<file path="src/rtl/ram_arbiter.sv">
// Round-robin arbiter and sequencer sharing one synchronous RAM between an
// instruction-fetch port (0) and a load/store port (1), with optional clear after reset.
module ram_arbiter #(
   parameter int              AW             = 8,
   parameter int              DW             = 16,
   parameter bit              CLEAR_ON_RESET = 1'b1,
   parameter logic [DW-1:0]   INIT_DATA      = '0
) (
   input  logic          clk,
   input  logic          rst_n,
   input  logic          req0,
   input  logic          req1,
   input  logic          we0,
   input  logic          we1,
   input  logic [AW-1:0] addr0,
   input  logic [AW-1:0] addr1,
   input  logic [DW-1:0] wdata0,
   input  logic [DW-1:0] wdata1,
   output logic          gnt0,
   output logic          gnt1,
   output logic          rvalid0,
   output logic          rvalid1,
   output logic [DW-1:0] rdata0,
   output logic [DW-1:0] rdata1,
   output logic          init_done,
   output logic          ram_w_en,
   output logic [AW-1:0] ram_w_addr,
   output logic [AW-1:0] ram_r_addr,
   output logic [DW-1:0] ram_w_data,
   input  logic [DW-1:0] ram_r_data
);

   typedef enum logic {S_CLEAR, S_RUN} state_t;

   state_t        state, state_nxt;
   logic          prio;
   logic [AW-1:0] clr_addr;
   logic          vld_p1, port_p1, vld_p2, port_p2;
   logic          xfer, sel, sel_we;
   logic [AW-1:0] sel_addr;
   logic [DW-1:0] sel_wdata;

   always_ff @(posedge clk) begin
      if (!rst_n) state <= CLEAR_ON_RESET ? S_CLEAR : S_RUN;
      else        state <= state_nxt;
   end

   // Grants are combinational and gated by reset so nothing transfers mid-reset.
   always_comb begin
      state_nxt = state;
      gnt0      = 1'b0;
      gnt1      = 1'b0;
      init_done = 1'b0;
      if (state == S_CLEAR && clr_addr == '1) state_nxt = S_RUN;
      if (rst_n && state == S_RUN) begin
         init_done = 1'b1;
         gnt0      = req0 & (~req1 | ~prio);
         gnt1      = req1 & (~req0 | prio);
      end
   end

   assign xfer      = gnt0 | gnt1;
   assign sel       = gnt1;
   assign sel_we    = sel ? we1    : we0;
   assign sel_addr  = sel ? addr1  : addr0;
   assign sel_wdata = sel ? wdata1 : wdata0;

   always_ff @(posedge clk) begin
      if (!rst_n) begin
         ram_w_en   <= 1'b0;
         ram_w_addr <= '0;
         ram_r_addr <= '0;
         ram_w_data <= '0;
         clr_addr   <= '0;
         prio       <= 1'b0;
         vld_p1     <= 1'b0;
         port_p1    <= 1'b0;
         vld_p2     <= 1'b0;
         port_p2    <= 1'b0;
      end else begin
         // stage p1: request registered onto RAM inputs, read tag launched
         if (state == S_CLEAR) begin
            ram_w_en   <= 1'b1;
            ram_w_addr <= clr_addr;
            ram_w_data <= INIT_DATA;
            clr_addr   <= clr_addr + 1'b1;
            vld_p1     <= 1'b0;
         end else begin
            ram_w_en <= 1'b0;
            vld_p1   <= 1'b0;
            if (xfer) begin
               prio    <= ~sel;
               port_p1 <= sel;
               if (sel_we) begin
                  ram_w_en   <= 1'b1;
                  ram_w_addr <= sel_addr;
                  ram_w_data <= sel_wdata;
               end else begin
                  ram_r_addr <= sel_addr;
                  vld_p1     <= 1'b1;
               end
            end
         end
         // stage p2: tag aligned with RAM read data
         vld_p2  <= vld_p1;
         port_p2 <= port_p1;
      end
   end

   assign rvalid0 = vld_p2 & ~port_p2;
   assign rvalid1 = vld_p2 & port_p2;
   assign rdata0  = ram_r_data;
   assign rdata1  = ram_r_data;

endmodule

</file>
<file path="config.mk">
export PLATFORM = sky130hd
export DESIGN_NAME = ram_arbiter
export DESIGN_NICKNAME = d
export VERILOG_FILES = /design/src/rtl/ram_arbiter.sv
export SDC_FILE = /design/constraint.sdc
export NUM_CORES = 1
export LEC_CHECK = 0
export BUFFER_PORTS_ARGS = -buffer_cell sky130_fd_sc_hd__clkbuf_2
export CORE_UTILIZATION = 41
export DETAILED_ROUTE_END_ITERATION = 6
export PLACE_DENSITY = 0.77
export REMOVE_ABC_BUFFERS = 1
export SLEW_MARGIN = 30
export SYNTH_ARGS = -nofsm -noshare
export SYNTH_HDL_FRONTEND = slang
export SYNTH_SLANG_ARGS = --single-unit
</file>
<file path="constraint.sdc">
create_clock -name clk -period 1.5 [get_ports clk]
set_input_delay 0.15 -clock clk [delete_from_list [all_inputs] [get_ports clk]]
set_output_delay 0.15 -clock clk [all_outputs]
set_load 0.1 [all_outputs]
</file>
# Yosys cells after proc, flatten, opt, wreduce, memory -nomap -nowiden
# Index checks and enable logic that the tools add are counted.
# Widths: inputs -> output; s select.
# totals
reg_bits	47
inputBits	70
out_inout_bits	70
# classes
n_addsub	1
eq_ne	3
n_mux	13
n_bitwise	14
n_reduce_logical	8
# op_table
operator	n
$mux 8	4
$mux 16	1
$add 8x1->8 const B	1
$eq 8x8->1 const B	1
$mux 1	8
$reduce_and 2->1	4
$not 1->1	7
$reduce_and 3->1	2
$and 1x1->1	4
$ne 2x1->1 const B	2
$or 1x1->1	3
$logic_and 1x1->1	2

# Logic depth before layout (Yosys ltp)
# depth
depth_word	8
depth_mapped	7
depth_no_buf	5

# Least setup slack after synthesis
# No wires, ideal clock.
# synth_timing
path_kind	register -> register
from	reg state
to	reg port_p1
t_arrival_ns	2.106
required_ns	1.308
path_slack_ns	-0.798
stages_incl_launch_ff	4
path_buffers	0
period_less_slack_ns	2.298
path_cell_list	dfxtp_1 nand2_1 nor2_1 o21ai_0
# synth_via
elab_chain_len	4
# synth_rtl
element	line_no	rtl
start, declared	35	state_t state, state_nxt;
start signal, assigned	44	if (!rst_n) state <= CLEAR_ON_RESET ? S_CLEAR : S_RUN;
start signal, assigned	45	else state <= state_nxt;
$logic_and 1x1->1	55	if (rst_n && state == S_RUN) begin
$mux 1	55	
net gnt0	19	output logic gnt0,
$or 1x1->1	62	assign xfer = gnt0 | gnt1;
$reduce_and 2->1 (no line)	-	
end signal, assigned	93	port_p1 <= sel;
end, declared	38	logic vld_p1, port_p1, vld_p2, port_p2;
# The timed path passes the listed nets, and every way through them passes these cells.
# A chain may end at the register's enable or synchronous reset.

# Worst setup path in the final report
# layout_timing
from	reg prio
to	reg ram_r_addr[0]
# layout_via
elab_chain_len	6
# layout_rtl
element	line_no	rtl
start, declared	36	logic prio;
start signal, assigned	92	prio <= ~sel;
$or 1x1->1 or $not 1->1 (tied branches)	58, 57	
$and 1x1->1 or $or 1x1->1 (tied branches)	58, 57	
$mux 1 or $and 1x1->1 (tied branches)	55, 57	
$mux 1, on equally long branches	64, 55	
$not 1->1 (no line) or $or 1x1->1 (tied branches)	-	
$reduce_and 3->1 (no line)	-	
end signal, assigned	99	ram_r_addr <= sel_addr;
end, declared	28	output logic [AW-1:0] ram_r_addr,
# Several ways; a longest one is shown, not always the timed one.

==> flow_summary.html <==
<table>
<tr><th>Metric</th><th>Value</th></tr>
<tr><th colspan="2">Worst setup path</th></tr>
<tr><td>Element type at the critical path end</td><td>flop</td></tr>
<tr><td>Startpoint of the worst setup timing path</td><td>prio</td></tr>
<tr><td>Category of the worst setup path launch point</td><td>flop</td></tr>
<tr><td>CP max FO</td><td>8</td></tr>
<tr><td>Crit-path max cell delay</td><td>0.35 ns</td></tr>
<tr><td>Delay-heaviest family, CP</td><td>compound AO/OA/AOI/OAI gates</td></tr>
<tr><td>Worst EP required</td><td>1.71 ns</td></tr>
<tr><td>Ordered list of cells on the worst path</td><td>buf_4 -&gt; and2b_1 -&gt; o32ai_4 -&gt; buf_6 -&gt; a21oi_1 -&gt; a211oi_1</td></tr>
<tr><td>Type of the worst setup path</td><td>reg -&gt; reg</td></tr>
<tr><td>Worst endpoint data arrival time</td><td>1.75 ns</td></tr>
<tr><td>Crit Reg-Reg Startpoint</td><td>prio</td></tr>
<tr><td>Critical path buffers and inverters</td><td>2</td></tr>
<tr><td>Library cell contributing the largest single delay on the critical path</td><td>sky130_fd_sc_hd__dfxtp_2</td></tr>
<tr><th colspan="2">Timing</th></tr>
<tr><td>Total negative slack for setup checks</td><td>-0.0597 ns</td></tr>
<tr><td>Transition time at the pin with the least slew margin</td><td>0.563 ns</td></tr>
<tr><td>Setup repair after global routing missed its margin</td><td>yes</td></tr>
<tr><td>Number of hold violations in the final report</td><td>0</td></tr>
<tr><td>Worst clock skew</td><td>0.00358 ns</td></tr>
<tr><td>Final setup violation count</td><td>3</td></tr>
<tr><td>Final period util</td><td>1.02</td></tr>
<tr><td>Slew Viols, Final</td><td>0</td></tr>
<tr><td>Highest Clock Rate</td><td>652 MHz</td></tr>
<tr><td>Slew headroom</td><td>0.627</td></tr>
<tr><td>Final critical-path setup slack</td><td>-0.0332 ns</td></tr>
<tr><td>Final period demand of the worst path</td><td>1.53 ns</td></tr>
<tr><th colspan="2">Clock tree</th></tr>
<tr><td>Total number of clock tree sinks</td><td>47</td></tr>
<tr><td>Clock root buffer</td><td>sky130_fd_sc_hd__clkbuf_8</td></tr>
<tr><td>Buffer depth of the longest clock path</td><td>2</td></tr>
<tr><td>Max H-tree Level</td><td>2</td></tr>
<tr><td>Clock-pin slew on the worst setup and hold paths</td><td>0.09 ns</td></tr>
<tr><td>Count of hold-fix buffers inserted at cts</td><td>0</td></tr>
<tr><td>Clock tree from TritonCTS</td><td>yes</td></tr>
<tr><td>CTS buffer count</td><td>5</td></tr>
<tr><td>Clock insertion delay at the later pin of the skew report</td><td>0.30 ns</td></tr>
<tr><th colspan="2">Global routing</th></tr>
<tr><td>Largest net degree at the start of global routing</td><td>23</td></tr>
<tr><td>Global-route congestion overflow total</td><td>0</td></tr>
<tr><td>Overall Global Routing Usage</td><td>0.215</td></tr>
<tr><td>Vias in the first global route</td><td>2210</td></tr>
<tr><td>Global-route wire length before repair</td><td>10.8 mm</td></tr>
<tr><td>Initial antenna violation count</td><td>0</td></tr>
<tr><th colspan="2">Synthesis</th></tr>
<tr><td>Yosys synthesis warning count</td><td>0</td></tr>
<tr><td>#FFs+latches synth</td><td>47</td></tr>
<tr><td>Average cell area after synthesis</td><td>9.35 um^2</td></tr>
<tr><td>Count of mapped cells out of synthesis</td><td>277</td></tr>
<tr><td>Post-Synthesis Cell Area</td><td>0.00259 mm^2</td></tr>
<tr><td>Sequential cell area fraction in the yosys report</td><td>0.363</td></tr>
<tr><td>Netlist cell types</td><td>40</td></tr>
<tr><th colspan="2">Pwr</th></tr>
<tr><td>Power share of the clock group</td><td>0.403</td></tr>
<tr><td>Overall power of the completed layout</td><td>2.74 mW</td></tr>
<tr><td>Internal power</td><td>2.08 mW</td></tr>
<tr><td>Part of the total power dissipated in combinational logic</td><td>0.134</td></tr>
<tr><td>Pwr Density</td><td>829 mW/mm^2</td></tr>
<tr><td>Maximum resistive drop on vdd</td><td>454 uV</td></tr>
<tr><td>Cell leakage power</td><td>1.44 nW</td></tr>
<tr><td>Sw Ratio</td><td>0.242</td></tr>
<tr><td>Net switching power</td><td>0.664 mW</td></tr>
<tr><td>Flop pwr share</td><td>0.463</td></tr>
<tr><th colspan="2">Hold path</th></tr>
<tr><td>Min-Delay Path Class</td><td>in -&gt; reg</td></tr>
<tr><td>Startpoint of the worst hold path</td><td>wdata0[3]</td></tr>
<tr><th colspan="2">Place</th></tr>
<tr><td>Number of buffers added on ports</td><td>91</td></tr>
<tr><td>Pre-CTS setup slack</td><td>-0.240 ns</td></tr>
<tr><td>Half-perimeter wire length after placement</td><td>5.21 mm</td></tr>
<tr><td>Global placement routability congestion</td><td>0.772</td></tr>
<tr><th colspan="2">Die</th></tr>
<tr><td>Initial Util</td><td>0.432</td></tr>
<tr><td>Die Area</td><td>0.00664 mm^2</td></tr>
<tr><td>Core Footprint</td><td>0.00599 mm^2</td></tr>
<tr><td>Boundary Pins</td><td>140</td></tr>
<tr><td>Horizontal die dimension</td><td>81.5 um</td></tr>
<tr><td>Die Ht</td><td>81.5 um</td></tr>
<tr><td>Number of standard-cell rows in the floorplan</td><td>28</td></tr>
<tr><th colspan="2">Final layout</th></tr>
<tr><td>Layout-stage area growth over the synthesis result</td><td>27.8%</td></tr>
<tr><td>Inserted Diodes</td><td>0</td></tr>
<tr><td>Post-Route Utilization</td><td>0.552</td></tr>
<tr><td>Fraction of final layout cells with drive strength greater than 1</td><td>0.472</td></tr>
<tr><td>Net count of the finished layout</td><td>424</td></tr>
<tr><th colspan="2">Routing</th></tr>
<tr><td>Count of nets left with antenna violations after detail routing</td><td>0</td></tr>
<tr><td>Total number of vias</td><td>2392</td></tr>
<tr><td>First-pass iteration count of the detailed router</td><td>4</td></tr>
<tr><td>Count of routing violations after the opening detailed-route iteration</td><td>101</td></tr>
<tr><td>Via count normalized by instance count</td><td>5.58</td></tr>
<tr><td>Total routed wirelength</td><td>7.24 mm</td></tr>
<tr><td>Detailed-route DRC error count</td><td>0</td></tr>
<tr><td>WL/cell</td><td>16.9 um</td></tr>
<tr><th colspan="2">Flow run</th></tr>
<tr><td>Reported max-cap violation count</td><td>0</td></tr>
<tr><th colspan="2">Status</th></tr>
<tr><td>Run status</td><td>finished with violations</td></tr>
<tr><td>Violations in the final reports</td><td>negative setup slack</td></tr>
</table>
## worst reg2reg max path, stage by stage (launching register included)
cell	delay, ns
sky130_fd_sc_hd__dfxtp_2	0.35
sky130_fd_sc_hd__buf_4	0.12
sky130_fd_sc_hd__and2b_1	0.22
sky130_fd_sc_hd__o32ai_4	0.26
sky130_fd_sc_hd__buf_6	0.18
sky130_fd_sc_hd__a21oi_1	0.09
sky130_fd_sc_hd__a211oi_1	0.24
## state kept, by name, summed over array words and instances (netlist names)
name / flops
vld_p1: 1
ram_w_addr: 8
vld_p2: 1
ram_w_data: 16
state: 1
ram_r_addr: 8
port_p1: 1
prio: 1
clr_addr: 8
ram_w_en: 1
port_p2: 1
## synth_stat cells (all sizes together)
cell / count / share of area
a211oi: 8 / 0.023
nand3b: 7 / 0.020
o32ai: 1 / 0.011
ha: 1 / 0.0048
o211ai: 8 / 0.023
and2: 3 / 0.0073
o21ai: 3 / 0.0058
or3: 2 / 0.0048
nand4: 9 / 0.022
clkinv: 1 / 0.0014
buf: 43 / 0.13
a22oi: 1 / 0.0029
nand2: 23 / 0.034
and3: 1 / 0.0024
and2b: 1 / 0.0029
xnor2: 1 / 0.0034
a21oi: 27 / 0.067
a21bo: 1 / 0.0039
nand3: 21 / 0.041
mux2i: 17 / 0.066
a311oi: 16 / 0.078
inv: 4 / 0.0058
nand2b: 1 / 0.0053
a21boi: 1 / 0.0043
nor2: 12 / 0.018
dfxtp: 47 / 0.36
a32oi: 1 / 0.011
clkbuf: 8 / 0.012
a32o: 1 / 0.0043
nor2b: 3 / 0.0073
xor2: 4 / 0.014
## per-layer routing
layer / vias to the layer above / global-route usage / share of wire
met2: 133 / 0.333 / 0.46
met4: 0 / 0.0839 / 0.018
li1: 1130 / - / -
met3: 15 / 0.0811 / 0.096
met1: 1114 / 0.268 / 0.42
met5: - / 0.0167 / 0
## kinds of logic (layout without fill, tap and decap cells)
group | after synthesis | after routing | share of synthesized area
compound gates | 68 | 68 | 0.234
xor+xnor | 5 | 5 | 0.0169
fa+ha+maj | 1 | 1 | 0.00483
buf+inv | 56 | 133 | 0.150
flops | 47 | 47 | 0.363
mux | 17 | 17 | 0.0657
simple gates | 83 | 83 | 0.165
## layout by cell type, fill, tap and decap left out, types with 9 or more instances in the layout
master                     Yosys  routed
sky130_fd_sc_hd__nand2_1      22      20
sky130_fd_sc_hd__a21oi_2      10       9
sky130_fd_sc_hd__a311oi_2     10      10
sky130_fd_sc_hd__mux2i_1      17      16
sky130_fd_sc_hd__clkbuf_2      0      88
sky130_fd_sc_hd__dfxtp_1      47      45
sky130_fd_sc_hd__nand3_1      21      20
sky130_fd_sc_hd__buf_4        37      19
sky130_fd_sc_hd__nor2_1       11      10
sky130_fd_sc_hd__nand4_1       9       9
sky130_fd_sc_hd__a21oi_1      17      17
## timing repair
| item | 4_1_cts | 5_1_grt |
|---|---|---|
| pin swaps | 1 | 9 |
| setup endpoints to repair | 29 | 28 |
| resized for setup | 13 | 12 |
| cloned | 0 | 0 |
| setup buffers | 0 | 8 |
## through the flow
stage,cells,hold slack (ns),cell area [um^2]
final,429,0.0914,3310
after global routing,429,0.0769,3310
after CTS,421,0.0820,3180
after detailed placement,413,0.303,3010
after global placement,413,0.303,3010
after floorplan,226,0.261,2220
## layout make-up
| type | count | area (um^2) |
|---|---|---|
| clock inverters | 2 | 60.1 |
| clock buffers | 6 | 72.6 |
| repair buffers | 120 | 798 |
| flip-flops and latches | 47 | 943 |
| inverters | 5 | 21.3 |
| multi-input cells | 174 | 1320 |
| well taps | 75 | 93.8 |
| fillers | 531 | 2680 |
## final timing paths
kind | to | slack (ns) | cells after the start
max | ram_r_addr[0] | -0.03 | 6
min | ram_w_data[3] | 0.09 | 3
max reg2reg | ram_r_addr[0] | -0.03 | 6
min reg2reg | port_p2 | 0.46 | 2
## power by group through the flow
stage	Combinational [mW]	Sequential (mW)	Clock [mW]
2_1_floorplan	0.125	1.34	0
3_3_place_gp	0.347	1.30	0
3_5_place_dp	0.351	1.30	0
4_1_cts	0.358	1.27	1.13
5_1_grt	0.396	1.27	1.18
6_report	0.368	1.27	1.10
(Power assumes the default switching activity.)
